`config.mk`:
```
export PLATFORM = sky130hd
export DESIGN_NAME = mac_acc_array_flat
export DESIGN_NICKNAME = d
export VERILOG_FILES = /design/src/rtl/mac_pkg.sv /design/src/rtl/mac_acc_array_if.sv /design/src/rtl/mac_dot_tree.sv /design/src/rtl/mac_acc_array.sv /design/src/flat_wrapper.sv
export SDC_FILE = /design/constraint.sdc
export NUM_CORES = 1
export LEC_CHECK = 0
export ABC_AREA = 0
export CORE_ASPECT_RATIO = 0.75
export CORE_MARGIN = 4
export CORE_UTILIZATION = 63
export CTS_CLUSTER_SIZE = 16
export DETAILED_ROUTE_END_ITERATION = 8
export GPL_ROUTABILITY_DRIVEN = 1
export PLACE_DENSITY = 0.87
export SLEW_MARGIN = 20
export SYNTH_ARGS = -nofsm -noshare
export SYNTH_HDL_FRONTEND = slang
export SYNTH_HIERARCHICAL = 1
export SYNTH_SLANG_ARGS = --single-unit
```
`constraint.sdc`:
```
create_clock -name clk -period 12.7 [get_ports clk]
set_input_delay 1.905 -clock clk [delete_from_list [all_inputs] [get_ports clk]]
set_output_delay 1.905 -clock clk [all_outputs]
set_load 0.01 [all_outputs]
```
`src/rtl/mac_pkg.sv`:
```
// Shared widths and helpers for the dot-product accumulator slice.
package mac_pkg;

  localparam int unsigned default_bw      = 4;
  localparam int unsigned default_lanes   = 4;
  localparam int unsigned default_psum_bw = 16;
  localparam int unsigned default_cnt_bw  = 8;

  // {1'b0,x} * w: (bw+1)-bit signed times bw-bit signed.
  function automatic int unsigned prod_width(int unsigned bw);
    return 2 * bw + 1;
  endfunction

  function automatic int unsigned tree_width(int unsigned bw, int unsigned lanes);
    return prod_width(bw) + $clog2(lanes);
  endfunction

  function automatic longint sat_max_of(int unsigned psum_bw);
    return (64'sd1 <<< (psum_bw - 1)) - 64'sd1;
  endfunction

  function automatic longint sat_min_of(int unsigned psum_bw);
    return -(64'sd1 <<< (psum_bw - 1));
  endfunction

  localparam longint default_sat_max = sat_max_of(default_psum_bw);
  localparam longint default_sat_min = sat_min_of(default_psum_bw);

endpackage

```
`src/rtl/mac_acc_array_if.sv`:
```
// Beat/result bundle between the feeders, the accumulator and psum writeback.
interface mac_acc_array_if
  import mac_pkg::*;
#(
  parameter int unsigned bw      = default_bw,
  parameter int unsigned lanes   = default_lanes,
  parameter int unsigned psum_bw = default_psum_bw,
  parameter int unsigned cnt_bw  = default_cnt_bw
);

  logic                    in_valid;
  logic                    first;
  logic                    last;
  logic                    sat_en;
  logic [lanes*bw-1:0]     x;
  logic [lanes*bw-1:0]     w;
  logic [psum_bw-1:0]      psum_in;
  logic [psum_bw-1:0]      out;
  logic                    out_valid;
  logic                    busy;
  logic [cnt_bw-1:0]       beat_cnt;
  logic                    ovf;

  modport master (
    output in_valid, first, last, sat_en, x, w, psum_in,
    input  out, out_valid, busy, beat_cnt, ovf
  );

  modport slave (
    input  in_valid, first, last, sat_en, x, w, psum_in,
    output out, out_valid, busy, beat_cnt, ovf
  );

endinterface

```
`src/rtl/mac_dot_tree.sv`:
```
// Combinational lane products (unsigned x times signed w) and a balanced adder tree.
module mac_dot_tree
  import mac_pkg::*;
#(
  parameter int unsigned bw    = default_bw,
  parameter int unsigned lanes = default_lanes
) (
  input  logic [lanes*bw-1:0]                     x,
  input  logic [lanes*bw-1:0]                     w,
  output logic signed [tree_width(bw, lanes)-1:0] dot
);

  localparam int unsigned pw     = prod_width(bw);
  localparam int unsigned tw     = tree_width(bw, lanes);
  localparam int unsigned levels = $clog2(lanes);
  localparam int unsigned n_pad  = 1 << levels;

  // Level 0 holds the products, padded with zeros up to a power of two.
  for (genvar l = 0; l <= levels; l++) begin : g_lvl
    logic signed [tw-1:0] node [n_pad >> l];
    if (l == 0) begin : g_leaf
      for (genvar i = 0; i < n_pad; i++) begin : g_lane
        if (i < lanes) begin : g_prod
          logic signed [pw-1:0] xa, wa, prod;
          assign xa      = pw'($signed({1'b0, x[i*bw +: bw]}));
          assign wa      = pw'($signed(w[i*bw +: bw]));
          assign prod    = xa * wa;
          assign node[i] = tw'(prod);
        end else begin : g_zero
          assign node[i] = '0;
        end
      end
    end else begin : g_sum
      for (genvar i = 0; i < (n_pad >> l); i++) begin : g_add
        assign node[i] = g_lvl[l-1].node[2*i] + g_lvl[l-1].node[2*i+1];
      end
    end
  end

  assign dot = g_lvl[levels].node[0];

endmodule

```
`src/rtl/mac_acc_array.sv`:
```
// Three-stage dot-product accumulator: S1 input regs, S2 products/tree, S3 accumulate.
module mac_acc_array
  import mac_pkg::*;
#(
  parameter int unsigned bw      = default_bw,
  parameter int unsigned lanes   = default_lanes,
  parameter int unsigned psum_bw = default_psum_bw,
  parameter int unsigned cnt_bw  = default_cnt_bw
) (
  input logic           clk,
  input logic           reset,
  mac_acc_array_if.slave bus
);

  localparam int unsigned tw = tree_width(bw, lanes);
  localparam int unsigned sw = psum_bw + 1;
  localparam logic [psum_bw-1:0] sat_max = psum_bw'(sat_max_of(psum_bw));
  localparam logic [psum_bw-1:0] sat_min = psum_bw'(sat_min_of(psum_bw));

  logic                s1_valid_q, s1_first_q, s1_last_q, s1_sat_q;
  logic [lanes*bw-1:0] s1_x_q, s1_w_q;
  logic [psum_bw-1:0]  s1_psum_q;

  logic                s2_valid_q, s2_first_q, s2_last_q, s2_sat_q;
  logic signed [psum_bw-1:0] s2_dot_q, s2_psum_q;

  logic signed [tw-1:0] dot;

  logic signed [psum_bw-1:0] acc_q, acc_d, out_q, out_d;
  logic                      out_valid_q, out_valid_d;
  logic                      busy_q, busy_d;
  logic [cnt_bw-1:0]         beat_cnt_q, beat_cnt_d;
  logic                      ovf_q, ovf_d;

  logic signed [psum_bw-1:0] base;
  logic signed [sw-1:0]      sum;
  logic                      of;
  logic signed [psum_bw-1:0] res;

  always_ff @(posedge clk) begin
    if (reset) begin
      s1_valid_q <= 1'b0;
      s2_valid_q <= 1'b0;
    end else begin
      s1_valid_q <= bus.in_valid;
      s2_valid_q <= s1_valid_q;
    end
  end

  // Payload registers only follow their stage valid; they need no reset.
  always_ff @(posedge clk) begin
    if (bus.in_valid) begin
      s1_first_q <= bus.first;
      s1_last_q  <= bus.last;
      s1_sat_q   <= bus.sat_en;
      s1_x_q     <= bus.x;
      s1_w_q     <= bus.w;
      s1_psum_q  <= bus.psum_in;
    end
    if (s1_valid_q) begin
      s2_first_q <= s1_first_q;
      s2_last_q  <= s1_last_q;
      s2_sat_q   <= s1_sat_q;
      s2_dot_q   <= psum_bw'(dot);
      s2_psum_q  <= s1_psum_q;
    end
  end

  mac_dot_tree #(
    .bw    (bw),
    .lanes (lanes)
  ) u_dot_tree (
    .x   (s1_x_q),
    .w   (s1_w_q),
    .dot (dot)
  );

  always_comb begin
    base = s2_first_q ? s2_psum_q : acc_q;
    sum  = sw'(base) + sw'(s2_dot_q);
    of   = sum[psum_bw] ^ sum[psum_bw-1];
    res  = sum[psum_bw-1:0];
    if (of && s2_sat_q) begin
      res = sum[psum_bw] ? sat_min : sat_max;
    end
  end

  always_comb begin
    acc_d       = acc_q;
    out_d       = out_q;
    out_valid_d = 1'b0;
    busy_d      = busy_q;
    beat_cnt_d  = beat_cnt_q;
    ovf_d       = ovf_q;
    if (s2_valid_q) begin
      acc_d  = res;
      busy_d = ~s2_last_q;
      ovf_d  = s2_first_q ? of : (ovf_q | of);
      if (s2_first_q) begin
        beat_cnt_d = cnt_bw'(1);
      end else if (!(&beat_cnt_q)) begin
        beat_cnt_d = beat_cnt_q + cnt_bw'(1);
      end
      if (s2_last_q) begin
        out_d       = res;
        out_valid_d = 1'b1;
      end
    end
  end

  always_ff @(posedge clk) begin
    if (reset) begin
      acc_q       <= '0;
      out_q       <= '0;
      out_valid_q <= 1'b0;
      busy_q      <= 1'b0;
      beat_cnt_q  <= '0;
      ovf_q       <= 1'b0;
    end else begin
      acc_q       <= acc_d;
      out_q       <= out_d;
      out_valid_q <= out_valid_d;
      busy_q      <= busy_d;
      beat_cnt_q  <= beat_cnt_d;
      ovf_q       <= ovf_d;
    end
  end

  assign bus.out       = out_q;
  assign bus.out_valid = out_valid_q;
  assign bus.busy      = busy_q;
  assign bus.beat_cnt  = beat_cnt_q;
  assign bus.ovf       = ovf_q;

endmodule

```
`src/flat_wrapper.sv`:
```
// flat-port wrapper written by rule: the top's interface ports become plain ports
module mac_acc_array_flat import mac_pkg::*;
#(
  parameter int unsigned bw      = default_bw,
  parameter int unsigned lanes   = default_lanes,
  parameter int unsigned psum_bw = default_psum_bw,
  parameter int unsigned cnt_bw  = default_cnt_bw
)
  (clk, reset, bus_in_valid, bus_first, bus_last, bus_sat_en, bus_x, bus_w, bus_psum_in, bus_out, bus_out_valid, bus_busy, bus_beat_cnt, bus_ovf);
  mac_acc_array_if #(.bw(bw), .lanes(lanes), .psum_bw(psum_bw), .cnt_bw(cnt_bw)) bus_i ();
  input logic clk;
  input logic reset;
  input wire logic [$bits(bus_i.in_valid)-1:0] bus_in_valid;
  input wire logic [$bits(bus_i.first)-1:0] bus_first;
  input wire logic [$bits(bus_i.last)-1:0] bus_last;
  input wire logic [$bits(bus_i.sat_en)-1:0] bus_sat_en;
  input wire logic [$bits(bus_i.x)-1:0] bus_x;
  input wire logic [$bits(bus_i.w)-1:0] bus_w;
  input wire logic [$bits(bus_i.psum_in)-1:0] bus_psum_in;
  output wire logic [$bits(bus_i.out)-1:0] bus_out;
  output wire logic [$bits(bus_i.out_valid)-1:0] bus_out_valid;
  output wire logic [$bits(bus_i.busy)-1:0] bus_busy;
  output wire logic [$bits(bus_i.beat_cnt)-1:0] bus_beat_cnt;
  output wire logic [$bits(bus_i.ovf)-1:0] bus_ovf;
  assign bus_i.in_valid = bus_in_valid;
  assign bus_i.first = bus_first;
  assign bus_i.last = bus_last;
  assign bus_i.sat_en = bus_sat_en;
  assign bus_i.x = bus_x;
  assign bus_i.w = bus_w;
  assign bus_i.psum_in = bus_psum_in;
  assign bus_out = bus_i.out;
  assign bus_out_valid = bus_i.out_valid;
  assign bus_busy = bus_i.busy;
  assign bus_beat_cnt = bus_i.beat_cnt;
  assign bus_ovf = bus_i.ovf;
  mac_acc_array #(.bw(bw), .lanes(lanes), .psum_bw(psum_bw), .cnt_bw(cnt_bw)) u_core (.clk(clk), .reset(reset), .bus(bus_i));
endmodule
```
-- Word level (Yosys, flattened, before mapping)
Index checks and enable logic that the tools add are counted.
W data, S select, Z words.
- register bits: 126
- input bits: 54
- output and inout port bits: 27
- word-level logic and storage cells: 45
- add/subtract/negate cells: 5
- multipliers: 4
- equal/unequal tests: 1
- muxes and demuxes: 7
- bitwise operators: 4
- reduce and logical (&&, ||, !) cells: 5
- operators with widths (cell ; count):
    $mux W16 ; 3
    $mul A5 B4 Y9 ; 4
    $add A9 B9 Y10 ; 2
    $add A16 B11 Y17 ; 1
    $mux W8 ; 2
    $add A10 B10 Y11 ; 1
    $add A8 B1 Y8 const B ; 1
    $reduce_and A8 Y1 ; 1
    $reduce_and A2 Y1 ; 2
    $mux W1 ; 2
    $ne A2 B1 Y1 const B ; 1
    $not A1 Y1 ; 2
    $reduce_or A2 Y1 ; 1
    $logic_and A1 B1 Y1 ; 1
    $or A1 B1 Y1 ; 1
    $xor A1 B1 Y1 ; 1

-- Depth between registers and ports, before layout
- word-level depth: 5
- gate-level depth with buffers: 18
- depth with buffers taken out: 18

-- Modules after synthesis
Netlist, hierarchy kept.
- by module, submodules not included (module ; instances ; cells an instance ; area an instance (um^2) ; seq. area each (um^2)):
    mac_acc_array ; 1 ; 386 ; 5148.7 ; 3333.2
    mac_dot_tree ; 1 ; 326 ; 2880.3 ; 0.0

-- Worst setup path after synthesis
Ideal clock, no wire load.
- kind: reg-to-reg
- start point: register u_core.s1_w_q[11]
- end point: register u_core.s2_dot_q[7] (data pin)
- library setup time: 259 ps
- arrival: 4931 ps
- data required time: 12441 ps
- slack: 7510 ps
- cell stages (with the launch flop): 17
- path buffers: 0
- period minus slack after synthesis: 5190 ps
- path through: edfxtp_1 -> nand2b_1 -> fa_1 -> fa_1 -> inv_1 -> fa_1 -> fa_1 -> inv_1 -> fa_1 -> fa_1 -> inv_1 -> ha_1 -> nand3_1 -> o2111ai_2 -> a21o_1 -> a21oi_2 -> xnor2_1
- word-level cells in the longest chain between the ends: 3
- ends and longest elaborated chain (element ; RTL line ; text):
    start: declaration ; mac_acc_array.sv:21 ; logic [lanes*bw-1:0] s1_x_q, s1_w_q;
    start signal: assignment ; mac_acc_array.sv:57 ; s1_w_q <= bus.w;
    $mul A5 B4 Y9 ; mac_dot_tree.sv:27 ; assign prod = xa * wa;
    $add A9 B9 Y10 ; mac_dot_tree.sv:35 ; assign node[i] = g_lvl[l-1].node[2*i] + g_lvl[l-1].node[2*i+1];
    $add A10 B10 Y11 ; mac_dot_tree.sv:35 ;
    net u_core.dot[7] ; mac_acc_array.sv:27 ; logic signed [tw-1:0] dot;
    end signal: assignment ; mac_acc_array.sv:64 ; s2_dot_q <= psum_bw'(dot);
    end: declaration ; mac_acc_array.sv:25 ; logic signed [psum_bw-1:0] s2_dot_q, s2_psum_q;
The timed path passes the listed nets, and every way through them passes these cells.
A chain may end at the register's enable or synchronous reset.

-- Final worst setup path
Ends and elaborated chain as after synthesis.

==> run summary <==
Outcome: complete, no violations
Worst Path Arrival: 5.72 ns
Worst slew margin: 27.6%
First-pass GRT wire length: 28.7 mm
Core Area: 0.0124 mm²
Pre-antenna DRT Iters: 5
Area Overhead vs Synth: 19.5%
DP HPWL: 13.0 mm
Sequential Power Share: 21.9%
Mapped Nets: 890
Crit Path Class: register to register
Leak pwr: 4.02 nW
Initial DRC Count: 394
# Max-Cap Violations: 0
Leading area contributor after synthesis: edfxtp_1
Die X: 138 µm
CTS Hold Buffers Added: 0
DRT antenna net count: 0
Required time of the critical path: 12.85 ns
Buffers added on ports: 80
Psw: 0.00122 W
Combinational power share: 60.7%
TritonCTS Buffers: 17
Reg2reg start: u_core/s1_w_q[11]
F_max: 180 MHz
Post-layout util: 77.4%
Int Pwr: 0.00157 W
# rows: 35
Drt via density: 5.70
Max clock buf depth: 2
Dpl ws: 7.16 ns
# setup viols final: 0
Clk slew on worst S/H paths: 0.06 ns
Setup WS post-layout: 7.14 ns
Cts repair resizes: 0
PD cells: 291 mW/mm²
Leading cell type in the layout, fill and taps excluded: inv_1
Setup_tns: 0 ns
CTS sink count: 126
Tmin final: 5.56 ns
Switching fraction of total power: 43.6%
Die area: 0.0146 mm²
Largest net degree at the start of global routing: 53
N_diodes: 0
CTS H-tree depth: 4
Clock power frac: 17.4%
Asr flop ratio synth: 0%
GRT Total Usage: 24.7%
Least-Margin Pin Slew: 1.08 ns
Initial antenna violation count: 0
Critical path origin: u_core/s1_w_q[11]
Worst Clk Skew: 0.0101 ns
DR WL/cell: 17.5 µm
Avg Inst Size Synth: 11.3 µm²
Synth Instances: 712
Synth top area cells: edfxtp_1, fa_1, dfxtp_1
Post-synth EDFFs: 81
CTS root buffer: clkbuf_16
Register area share after synthesis: 41.5%
Final slew viol count: 0
Main synth FF type: edfxtp_1
CTS tree: yes
Worst Path Max Fanout: 14
Commonest cells after routing, fill and taps aside: inv_1, edfxtp_1, clkdlybuf4s50_1
VDD IR max: 0.000283 V
Synth Register Bits: 126
CP endpoint kind: register
Final wirelength: 17.2 mm
Via count: 5590
Worst min-delay path startpoint: u_core/s1_first_q
CP startpoint kind: register
Share of the synthesized area in the top cell type: 30.3%
DRC: 0
Hold Crit Class: register to register
Post-Syn Area: 0.00803 mm²
GR Overflow Total: 0
Final GP Congestion: 0.946
Number of global-route vias before repair: 5784
Final period util: 43.8%
Post CTS Setup Buffer Count: 0
# IOs: 81
Die Ht: 106 µm
Initial core utilization: 64.8%
Final Hold Violating Endpoints: 0
Final nets: 980
Synth warn: 6
Skew-Pair Late Insertion Delay: 0.42 ns
Yosys cell types: 54
RSZ-0062 raised after global routing: no
Share of layout cells above drive strength 1: 8.96%
-- power groups by stage --
stage / registers, W / logic [W] / clock network (W)
finish: 0.000612 / 0.00170 / 0.000485
global route: 0.000618 / 0.00191 / 0.000510
CTS: 0.000611 / 0.00168 / 0.000492
detailed placement: 0.000619 / 0.00166 / 0
global placement: 0.000618 / 0.00159 / 0
floorplan: 0.000606 / 0.00133 / 0
-- Yosys cell counts, types with 4 or more instances --
master and n:
o211ai_1 24, nand2b_1 11, clkbuf_1 6, a21oi_1 24, inv_1 103, nor2_1 39, edfxtp_1 81, dfxtp_1 45
a21oi_2 6, xor2_1 15, xnor2_1 18, o21ai_1 4, mux2_2 15, a221o_1 9, nand4_1 4, nor3_1 4
a21o_1 6, and2_1 31, nand2_1 62, o21ai_0 8, fa_1 61, nand3_1 17, ha_1 63, nor2b_1 8
-- cell type report --
| class | count | area (µm²) |
|---|---|---|
| Tap cell | 166 | 208 |
| Clock buffer | 18 | 450 |
| Fill cell | 760 | 2800 |
| Clock inverter | 14 | 141 |
| Multi-Input combinational cell | 473 | 4270 |
| Inverter | 103 | 387 |
| Timing Repair Buffer | 81 | 806 |
| Sequential cell | 126 | 3330 |
-- metrics by stage --
stage / hold WS, ns / cell area, µm² / total power, W / instances
after floorplan: 0.400 / 8030 / 0.00194 / 712
after global placement: 0.406 / 9000 / 0.00220 / 949
after detailed placement: 0.405 / 9000 / 0.00228 / 949
after CTS: 0.419 / 9590 / 0.00278 / 981
after global routing: 0.431 / 9590 / 0.00304 / 981
final: 0.417 / 9590 / 0.00279 / 981
-- final timing paths --
check	slack, ns	end	depth (start not counted)
setup / recovery	7.14	u_core/s2_dot_q[7]	16
hold reg to reg	0.42	u_core/s2_first_q	0
setup reg to reg	7.14	u_core/s2_dot_q[7]	16
hold / removal	0.42	u_core/s2_first_q	0
-- flip-flops by register name, summed over array words and instances (netlist names), 8 cells and up --
name	count
u_core/s2_psum_q	16
u_core/s1_psum_q	16
u_core/acc_q	16
u_core/bus.beat_cnt	8
u_core/bus.out	16
u_core/s2_dot_q	11
u_core/s1_w_q	16
u_core/s1_x_q	16
-- kinds of logic after synthesis --
logic type	synth area share [%]
and+or+nand+nor	11.5
AOI/OAI and AO/OA	10.1
xor gates and xnor gates	4.01
adders and majority gates	25.0
buffers and inverters	5.36
DFF	41.5
muxes	2.42
-- per-layer routing --
| metal | track usage (%) | vias up | routed length [µm] |
|---|---|---|---|
| met2 | 38.6 | 225 | 7920 |
| li1 | - | 2618 | - |
| met1 | 34.4 | 2726 | 7590 |
| met5 | 0 | - | 0 |
| met4 | 6.06 | 0 | 213 |
| met3 | 7.39 | 21 | 1480 |
-- critical path: stages (launching register included) --
cell and delay (ns):
edfxtp_1 0.77, nand2b_1 0.17, fa_1 0.52, fa_1 0.43, fa_1 0.54, inv_1 0.05, fa_1 0.47, fa_1 0.55
inv_1 0.06, fa_1 0.54, inv_1 0.05, ha_1 0.38, nand2_1 0.12, o2111ai_2 0.18, a21o_1 0.23, a21oi_2 0.14
xnor2_1 0.09
Power figures use the tool's default switching activity.
